## src/rtl/swd_xact_if.sv

```systemverilog
// Host-side request/response and engine-side configuration/result signals of swd_xact.
// The slave modport is the sequencer's view; master is the host plus bit engine.
interface swd_xact_if;
    logic        go;
    logic        apndp;
    logic        rnw;
    logic [1:0]  addr;
    logic [31:0] wdata;
    logic        busy;
    logic        done;
    logic [2:0]  ack;
    logic [31:0] rdata;
    logic        perr;
    logic [4:0]  eng_bits;
    logic        eng_par;
    logic        eng_txreq;
    logic        eng_rxreq;
    logic [31:0] eng_wdata;
    logic [31:0] eng_rdata;
    logic        eng_pgood;
    logic        eng_busy;

    modport master (
        output go, apndp, rnw, addr, wdata, eng_rdata, eng_pgood, eng_busy,
        input  busy, done, ack, rdata, perr, eng_bits, eng_par, eng_txreq, eng_rxreq, eng_wdata
    );

    modport slave (
        input  go, apndp, rnw, addr, wdata, eng_rdata, eng_pgood, eng_busy,
        output busy, done, ack, rdata, perr, eng_bits, eng_par, eng_txreq, eng_rxreq, eng_wdata
    );
endinterface

```

## src/rtl/swd_xact.sv

```systemverilog
// SWD transaction sequencer: turns one host request into header, ACK, data+parity and
// trailing idle operations on the bit engine, retrying on WAIT.
module swd_xact #(
    parameter int unsigned RETRIES     = 8,
    parameter int unsigned IDLE_BITS   = 8,
    parameter int unsigned REQ_GAP     = 16,
    parameter int unsigned REQ_TIMEOUT = 64
) (
    input logic       clk,
    input logic       rst,
    swd_xact_if.slave bus
);
    localparam int unsigned RW   = (RETRIES > 0) ? $clog2(RETRIES + 1) : 1;
    localparam int unsigned CMAX = (REQ_GAP > REQ_TIMEOUT) ? REQ_GAP : REQ_TIMEOUT;
    localparam int unsigned CW   = $clog2(CMAX + 1);

    typedef enum logic [2:0] {StIdle, StHdr, StAck, StRdata, StWdata, StTrail, StDone} mainSt_t;
    // PhLoad presents the operation's configuration and raises its request.
    typedef enum logic [1:0] {PhLoad, PhReq, PhAct, PhGap} phase_t;

    mainSt_t        mainSt;
    mainSt_t        nextSt;
    phase_t         phase;
    logic [CW-1:0]  cnt;
    logic [RW-1:0]  retryCnt;
    logic           retry;
    logic           apndpQ;
    logic           rnwQ;
    logic [1:0]     addrQ;
    logic [31:0]    wdataQ;
    logic [2:0]     ackRes;
    logic [31:0]    rdBuf;
    logic           pBuf;
    logic [7:0]     header;
    logic           cfgTx;
    logic [4:0]     cfgBits;
    logic           cfgPar;
    logic [31:0]    cfgWord;

    // Request header, sent LSB first: start, APnDP, RnW, A2, A3, parity, stop, park.
    assign header = {1'b1, 1'b0, apndpQ ^ rnwQ ^ addrQ[0] ^ addrQ[1],
                     addrQ[1], addrQ[0], rnwQ, apndpQ, 1'b1};

    // Engine configuration for the operation belonging to the current main state.
    always_comb begin
        cfgTx   = 1'b1;
        cfgBits = 5'd0;
        cfgPar  = 1'b0;
        cfgWord = 32'd0;
        unique case (mainSt)
            StHdr: begin
                cfgBits = 5'd7;
                cfgWord = {24'd0, header};
            end
            StAck: begin
                cfgTx   = 1'b0;
                cfgBits = 5'd2;
            end
            StRdata: begin
                cfgTx   = 1'b0;
                cfgBits = 5'd31;
                cfgPar  = 1'b1;
            end
            StWdata: begin
                cfgBits = 5'd31;
                cfgPar  = 1'b1;
                cfgWord = wdataQ;
            end
            StTrail: cfgBits = 5'(IDLE_BITS - 1);
            default: ;
        endcase
    end

    // Main sequencer and per-operation REQ/ACT/GAP handshake, all outputs registered.
    always_ff @(posedge clk) begin
        if (rst) begin
            mainSt        <= StIdle;
            nextSt        <= StIdle;
            phase         <= PhLoad;
            cnt           <= '0;
            retryCnt      <= '0;
            retry         <= 1'b0;
            apndpQ        <= 1'b0;
            rnwQ          <= 1'b0;
            addrQ         <= 2'd0;
            wdataQ        <= 32'd0;
            ackRes        <= 3'd0;
            rdBuf         <= 32'd0;
            pBuf          <= 1'b0;
            bus.busy      <= 1'b0;
            bus.done      <= 1'b0;
            bus.ack       <= 3'd0;
            bus.rdata     <= 32'd0;
            bus.perr      <= 1'b0;
            bus.eng_bits  <= 5'd0;
            bus.eng_par   <= 1'b0;
            bus.eng_txreq <= 1'b0;
            bus.eng_rxreq <= 1'b0;
            bus.eng_wdata <= 32'd0;
        end else begin
            bus.done <= 1'b0;
            unique case (mainSt)
                StIdle: begin
                    // A go coinciding with the done pulse is dropped.
                    if (bus.go && !bus.done) begin
                        apndpQ   <= bus.apndp;
                        rnwQ     <= bus.rnw;
                        addrQ    <= bus.addr;
                        wdataQ   <= bus.wdata;
                        retryCnt <= '0;
                        retry    <= 1'b0;
                        bus.busy <= 1'b1;
                        mainSt   <= StHdr;
                        phase    <= PhLoad;
                    end
                end
                StDone: begin
                    bus.done <= 1'b1;
                    bus.busy <= 1'b0;
                    bus.ack  <= ackRes;
                    // Read results are only committed for a completed OK read.
                    if (ackRes == 3'b001 && rnwQ) begin
                        bus.rdata <= rdBuf;
                        bus.perr  <= pBuf;
                    end else begin
                        bus.perr  <= 1'b0;
                    end
                    mainSt <= StIdle;
                end
                default: begin
                    unique case (phase)
                        PhLoad: begin
                            bus.eng_bits  <= cfgBits;
                            bus.eng_par   <= cfgPar;
                            bus.eng_wdata <= cfgWord;
                            bus.eng_txreq <= cfgTx;
                            bus.eng_rxreq <= !cfgTx;
                            cnt           <= '0;
                            phase         <= PhReq;
                        end
                        PhReq: begin
                            if (bus.eng_busy) begin
                                bus.eng_txreq <= 1'b0;
                                bus.eng_rxreq <= 1'b0;
                                phase         <= PhAct;
                            end else if (cnt == CW'(REQ_TIMEOUT - 1)) begin
                                bus.eng_txreq <= 1'b0;
                                bus.eng_rxreq <= 1'b0;
                                ackRes        <= 3'b111;
                                mainSt        <= StDone;
                            end else begin
                                cnt <= cnt + CW'(1);
                            end
                        end
                        PhAct: begin
                            if (!bus.eng_busy) begin
                                cnt   <= '0;
                                phase <= PhGap;
                                unique case (mainSt)
                                    StHdr: nextSt <= StAck;
                                    StAck: begin
                                        ackRes <= bus.eng_rdata[2:0];
                                        if (bus.eng_rdata[2:0] == 3'b001) begin
                                            retry  <= 1'b0;
                                            nextSt <= rnwQ ? StRdata : StWdata;
                                        end else if (bus.eng_rdata[2:0] == 3'b010 &&
                                                     32'(retryCnt) < RETRIES) begin
                                            retryCnt <= retryCnt + RW'(1);
                                            retry    <= 1'b1;
                                            nextSt   <= StTrail;
                                        end else begin
                                            retry  <= 1'b0;
                                            nextSt <= StTrail;
                                        end
                                    end
                                    StRdata: begin
                                        rdBuf  <= bus.eng_rdata;
                                        pBuf   <= !bus.eng_pgood;
                                        nextSt <= StTrail;
                                    end
                                    StWdata: nextSt <= StTrail;
                                    StTrail: nextSt <= retry ? StHdr : StDone;
                                    default: nextSt <= StDone;
                                endcase
                            end
                        end
                        PhGap: begin
                            // Both requests stay low so the engine's edge detector re-arms.
                            if (cnt == CW'(REQ_GAP - 1)) begin
                                mainSt <= nextSt;
                                phase  <= PhLoad;
                            end else begin
                                cnt <= cnt + CW'(1);
                            end
                        end
                    endcase
                end
            endcase
        end
    end
endmodule

```

## src/flat_wrapper.sv

```systemverilog
// flat-port wrapper written by rule: the top's interface ports become plain ports
module swd_xact_flat 
#(
    parameter int unsigned RETRIES     = 8,
    parameter int unsigned IDLE_BITS   = 8,
    parameter int unsigned REQ_GAP     = 16,
    parameter int unsigned REQ_TIMEOUT = 64
)
  (clk, rst, bus_go, bus_apndp, bus_rnw, bus_addr, bus_wdata, bus_eng_rdata, bus_eng_pgood, bus_eng_busy, bus_busy, bus_done, bus_ack, bus_rdata, bus_perr, bus_eng_bits, bus_eng_par, bus_eng_txreq, bus_eng_rxreq, bus_eng_wdata);
  swd_xact_if bus_i ();
  input logic clk;
  input logic rst;
  input wire logic [$bits(bus_i.go)-1:0] bus_go;
  input wire logic [$bits(bus_i.apndp)-1:0] bus_apndp;
  input wire logic [$bits(bus_i.rnw)-1:0] bus_rnw;
  input wire logic [$bits(bus_i.addr)-1:0] bus_addr;
  input wire logic [$bits(bus_i.wdata)-1:0] bus_wdata;
  input wire logic [$bits(bus_i.eng_rdata)-1:0] bus_eng_rdata;
  input wire logic [$bits(bus_i.eng_pgood)-1:0] bus_eng_pgood;
  input wire logic [$bits(bus_i.eng_busy)-1:0] bus_eng_busy;
  output wire logic [$bits(bus_i.busy)-1:0] bus_busy;
  output wire logic [$bits(bus_i.done)-1:0] bus_done;
  output wire logic [$bits(bus_i.ack)-1:0] bus_ack;
  output wire logic [$bits(bus_i.rdata)-1:0] bus_rdata;
  output wire logic [$bits(bus_i.perr)-1:0] bus_perr;
  output wire logic [$bits(bus_i.eng_bits)-1:0] bus_eng_bits;
  output wire logic [$bits(bus_i.eng_par)-1:0] bus_eng_par;
  output wire logic [$bits(bus_i.eng_txreq)-1:0] bus_eng_txreq;
  output wire logic [$bits(bus_i.eng_rxreq)-1:0] bus_eng_rxreq;
  output wire logic [$bits(bus_i.eng_wdata)-1:0] bus_eng_wdata;
  assign bus_i.go = bus_go;
  assign bus_i.apndp = bus_apndp;
  assign bus_i.rnw = bus_rnw;
  assign bus_i.addr = bus_addr;
  assign bus_i.wdata = bus_wdata;
  assign bus_i.eng_rdata = bus_eng_rdata;
  assign bus_i.eng_pgood = bus_eng_pgood;
  assign bus_i.eng_busy = bus_eng_busy;
  assign bus_busy = bus_i.busy;
  assign bus_done = bus_i.done;
  assign bus_ack = bus_i.ack;
  assign bus_rdata = bus_i.rdata;
  assign bus_perr = bus_i.perr;
  assign bus_eng_bits = bus_i.eng_bits;
  assign bus_eng_par = bus_i.eng_par;
  assign bus_eng_txreq = bus_i.eng_txreq;
  assign bus_eng_rxreq = bus_i.eng_rxreq;
  assign bus_eng_wdata = bus_i.eng_wdata;
  swd_xact #(.RETRIES(RETRIES), .IDLE_BITS(IDLE_BITS), .REQ_GAP(REQ_GAP), .REQ_TIMEOUT(REQ_TIMEOUT)) u_core (.clk(clk), .rst(rst), .bus(bus_i));
endmodule
```

## config.mk

```make
export PLATFORM = sky130hd
export DESIGN_NAME = swd_xact_flat
export DESIGN_NICKNAME = d
export VERILOG_FILES = /design/src/rtl/swd_xact_if.sv /design/src/rtl/swd_xact.sv /design/src/flat_wrapper.sv
export SDC_FILE = /design/constraint.sdc
export NUM_CORES = 1
export LEC_CHECK = 0
export CAP_MARGIN = 20
export CORE_MARGIN = 2
export CORE_UTILIZATION = 50
export CTS_CLUSTER_SIZE = 10
export DETAILED_ROUTE_END_ITERATION = 6
export GPL_TIMING_DRIVEN = 0
export PLACE_DENSITY = 0.8
export SLEW_MARGIN = 20
export SYNTH_ARGS = -nofsm -noshare
export SYNTH_HDL_FRONTEND = slang
export SYNTH_SLANG_ARGS = --single-unit
```

## constraint.sdc

```tcl
create_clock -name clk -period 2.4 [get_ports clk]
set_clock_uncertainty 0.05 [all_clocks]
set_input_delay 0.72 -clock clk [delete_from_list [all_inputs] [get_ports clk]]
set_output_delay 0.72 -clock clk [all_outputs]
set_load 0.01 [all_outputs]
```

==> flow_metrics.env <==
export IMPL_status="finished, final reports clean"
export IMPL_dpl_cell_area_um2=8240
export IMPL_fillers=1054
export IMPL_drv_slew=0
export IMPL_drt_first_pass_iters=5
export IMPL_finalSetupTns_ns=0
export IMPL_start_kind="input port"
export IMPL_drc=0
export IMPL_power_density_nw_per_um2=702
export IMPL_ir_drop_v=0.000430
export IMPL_crit_fanout=10
export IMPL_area_growth_pct=35.8
export IMPL_maxCapViolCount=0
export IMPL_fin_area_um2=8870
export IMPL_die_area_um2=14000
export IMPL_layout_common_cells="nand2_1, dfxtp_1, clkdlybuf4s50_1, a21oi_1, nor2_1"
export IMPL_yosys_warnings=0
export IMPL_drt_total_wl_um=17800
export IMPL_rows=41
export IMPL_synth_compound_area_frac=0.175
export IMPL_ys_seq_area_frac=0.514
export IMPL_synth_cell_types=54
export IMPL_syn_avg_cell_area_um2=7.89
export IMPL_routabilityCongestion=0.894
export IMPL_io_buffer_count=149
export IMPL_synth_adder_area_share=0.0115
export IMPL_layout_setup_ws_ns=0.0910
export IMPL_p_leak_nw=3.05
export IMPL_cts_setup_buffers=0
export IMPL_antenna_found_initial=0
export IMPL_rsz0062_at_grt="yes"
export IMPL_crit_arrival_ns=2.61
export IMPL_yosys_area_share_simple=0.242
export IMPL_period_share=0.962
export IMPL_synth_area_um2=6540
export IMPL_grt_max_degree=17
export IMPL_synth_seq_cells=168
export IMPL_cp_slowest_cell="clkbuf_1"
export IMPL_drt_initial_drc_count=504
export IMPL_start_util=0.516
export IMPL_reg2reg_slack_ns=0.23
export IMPL_diodes=0
export IMPL_clockBufferDepth=2
export IMPL_vias=6276
export IMPL_grt_pass1_wl_um=29300
export IMPL_fin_util=0.700
export IMPL_routedWlPerCell_um=15.0
export IMPL_grt_pass1_vias=6033
export IMPL_crit_chain="clkdlybuf4s50_1 > nand2b_1 > nor2_1 > nand2_1 > clkbuf_1 > clkbuf_1 > nand2_1 > a21oi_1"
export IMPL_finalCriticalPeriod_ns=2.31
export IMPL_critPathTopFamily="buffers and inverters"
export IMPL_syn_inst=829
export IMPL_core_um2=12700
export IMPL_hold_viol=0
export IMPL_max_slew_margin=0.566
export IMPL_nets=1076
export IMPL_cts_tree="yes"
export IMPL_htree_levels=4
export IMPL_final_instance_count_excl_fill=1182
export IMPL_synth_edf_count=0
export IMPL_setup_viol=0
export IMPL_layout_commonest_cell="nand2_1"
export IMPL_synthFlopType="dfxtp_1"
export IMPL_path_buf_inv=3
export IMPL_grt_util_all_layers=0.258
export IMPL_muxShareOfSynthArea=0.00459
export IMPL_grt_overflow_total=0
export IMPL_die_y_um=118
export IMPL_async_reset_ff_frac=0
export IMPL_clk_pin_slew_ns=0.06
export IMPL_numCtsBuffers=17
export IMPL_hold_path_class="flip-flop to flip-flop"
export IMPL_cp_required_ns=2.70
export IMPL_place_ws_ns=-0.335
export IMPL_boundaryPins=151
export IMPL_clock_latency_ns=0.43
export IMPL_drtAntennaViolNets=0
export IMPL_tightest_slew_ns=0.648
export IMPL_cts_root_buf="clkbuf_16"
export IMPL_endpoint_kind="flip-flop"
export IMPL_layout_drive_gt1_share=0.0673
export IMPL_critPathKind="input port to flip-flop"
export IMPL_fp_dieW_um=118
export IMPL_dp_final_hpwl_um=12400
export IMPL_cpPeakStageDelay_ns=0.46
export IMPL_via_per_inst=5.31
export IMPL_synth_xor_area_share=0.00402
export IMPL_synth_nets=908
export IMPL_synth_top_family_by_area="simple AND/OR/NAND/NOR gates"
export IMPL_placedCellCount=1150
export IMPL_max_freq_ghz=0.433
export IMPL_clkSinkCount=168
final cells by class:
cell class,count,area [µm²],share of cell area
tap,172,215,0.0242
inverter,13,48.8,0.00550
buffer,61,268,0.0302
clock buffer,20,467,0.0526
sequential,168,3360,0.379
clock inverter,12,149,0.0168
timing repair buffer,149,1490,0.168
multi-input combinational,587,2870,0.324
metrics by stage:
stage	power [mW]	hold WS (ns)
finish	6.23	0.401
global route	6.43	0.416
CTS	6.25	0.403
detailed placement	3.47	0.395
global placement	3.47	0.387
floorplan	3.21	0.377
repair_timing:
item,4_1_cts,5_1_grt
endpoints found under the setup margin,0,51
hold buffers,0,0
gates resized for setup,0,8
metal layers:
| metal | global-route usage | wire length, µm | up-vias |
|---|---|---|---|
| li1 | - | - | 3135 |
| met1 | 0.325 | 7680 | 2881 |
| met2 | 0.422 | 8390 | 238 |
| met3 | 0.0787 | 1490 | 22 |
| met4 | 0.0843 | 216 | 0 |
| met5 | 0 | 0 | - |
path summary, 6_finish.rpt:
check | from | endpoint | cells past startpoint
worst max register to register | u_core.phase[0] | u_core.rdBuf[11] | 7
worst max-delay path | bus_go | u_core.apndpQ | 8
worst min-delay path | u_core.rdBuf[2] | u_core.bus.rdata[2] | 2
worst min register to register | u_core.rdBuf[2] | u_core.bus.rdata[2] | 2
Yosys cell counts (3+ instances only):
library cell,instances,area share
a21oi_1,144,0.11
and2_1,3,0.0029
a221oi_1,5,0.0067
a31oi_1,5,0.0048
buf_1,3,0.0017
or3_1,3,0.0029
nand2_1,251,0.14
clkbuf_1,39,0.022
o221a_2,5,0.0086
buf_2,16,0.012
nor3_1,10,0.0077
mux2i_1,3,0.0046
o21ai_0,17,0.013
o32ai_1,3,0.0040
a311oi_1,3,0.0040
nand2b_1,8,0.0077
a22oi_1,4,0.0046
ha_1,6,0.011
nor2_1,43,0.025
dfxtp_1,168,0.51
inv_1,13,0.0075
a211oi_1,4,0.0046
nand3_1,36,0.028
flip-flops by register name, indices dropped and copies added (netlist names), 2 cells and up:
signal	flops
u_core.ackRes	3
u_core.addrQ	2
u_core.bus.ack	3
u_core.bus.eng_bits	3
u_core.bus.eng_wdata	32
u_core.bus.rdata	32
u_core.cnt	7
u_core.mainSt	3
u_core.nextSt	3
u_core.phase	2
u_core.rdBuf	32
u_core.retryCnt	4
u_core.wdataQ	32
tightest hold or removal path, delay by kind of cell (launching register included):
kind	cells	cell delay (ns)
flops	1	0.31
simple gates	1	0.05
compound gates	1	0.05
report_power, final:
part / switching (mW) / internal [mW]
combinational: 0.289 / 0.243
sequential: 0.0364 / 2.85
clock: 1.10 / 1.71
total: 1.42 / 4.81
kinds of logic (layout without fill, tap and decap cells):
| family | count (synthesis) | after routing |
|---|---|---|
| and+or+nand+nor | 374 | 374 |
| AOI/OAI and AO/OA | 201 | 201 |
| DFF | 168 | 168 |
| buffers and inverters | 74 | 255 |
| adders and majority gates | 6 | 6 |
| xor gates and xnor gates | 3 | 3 |
| muxes | 3 | 3 |
Note: power is estimated with default switching activity, not from simulation.
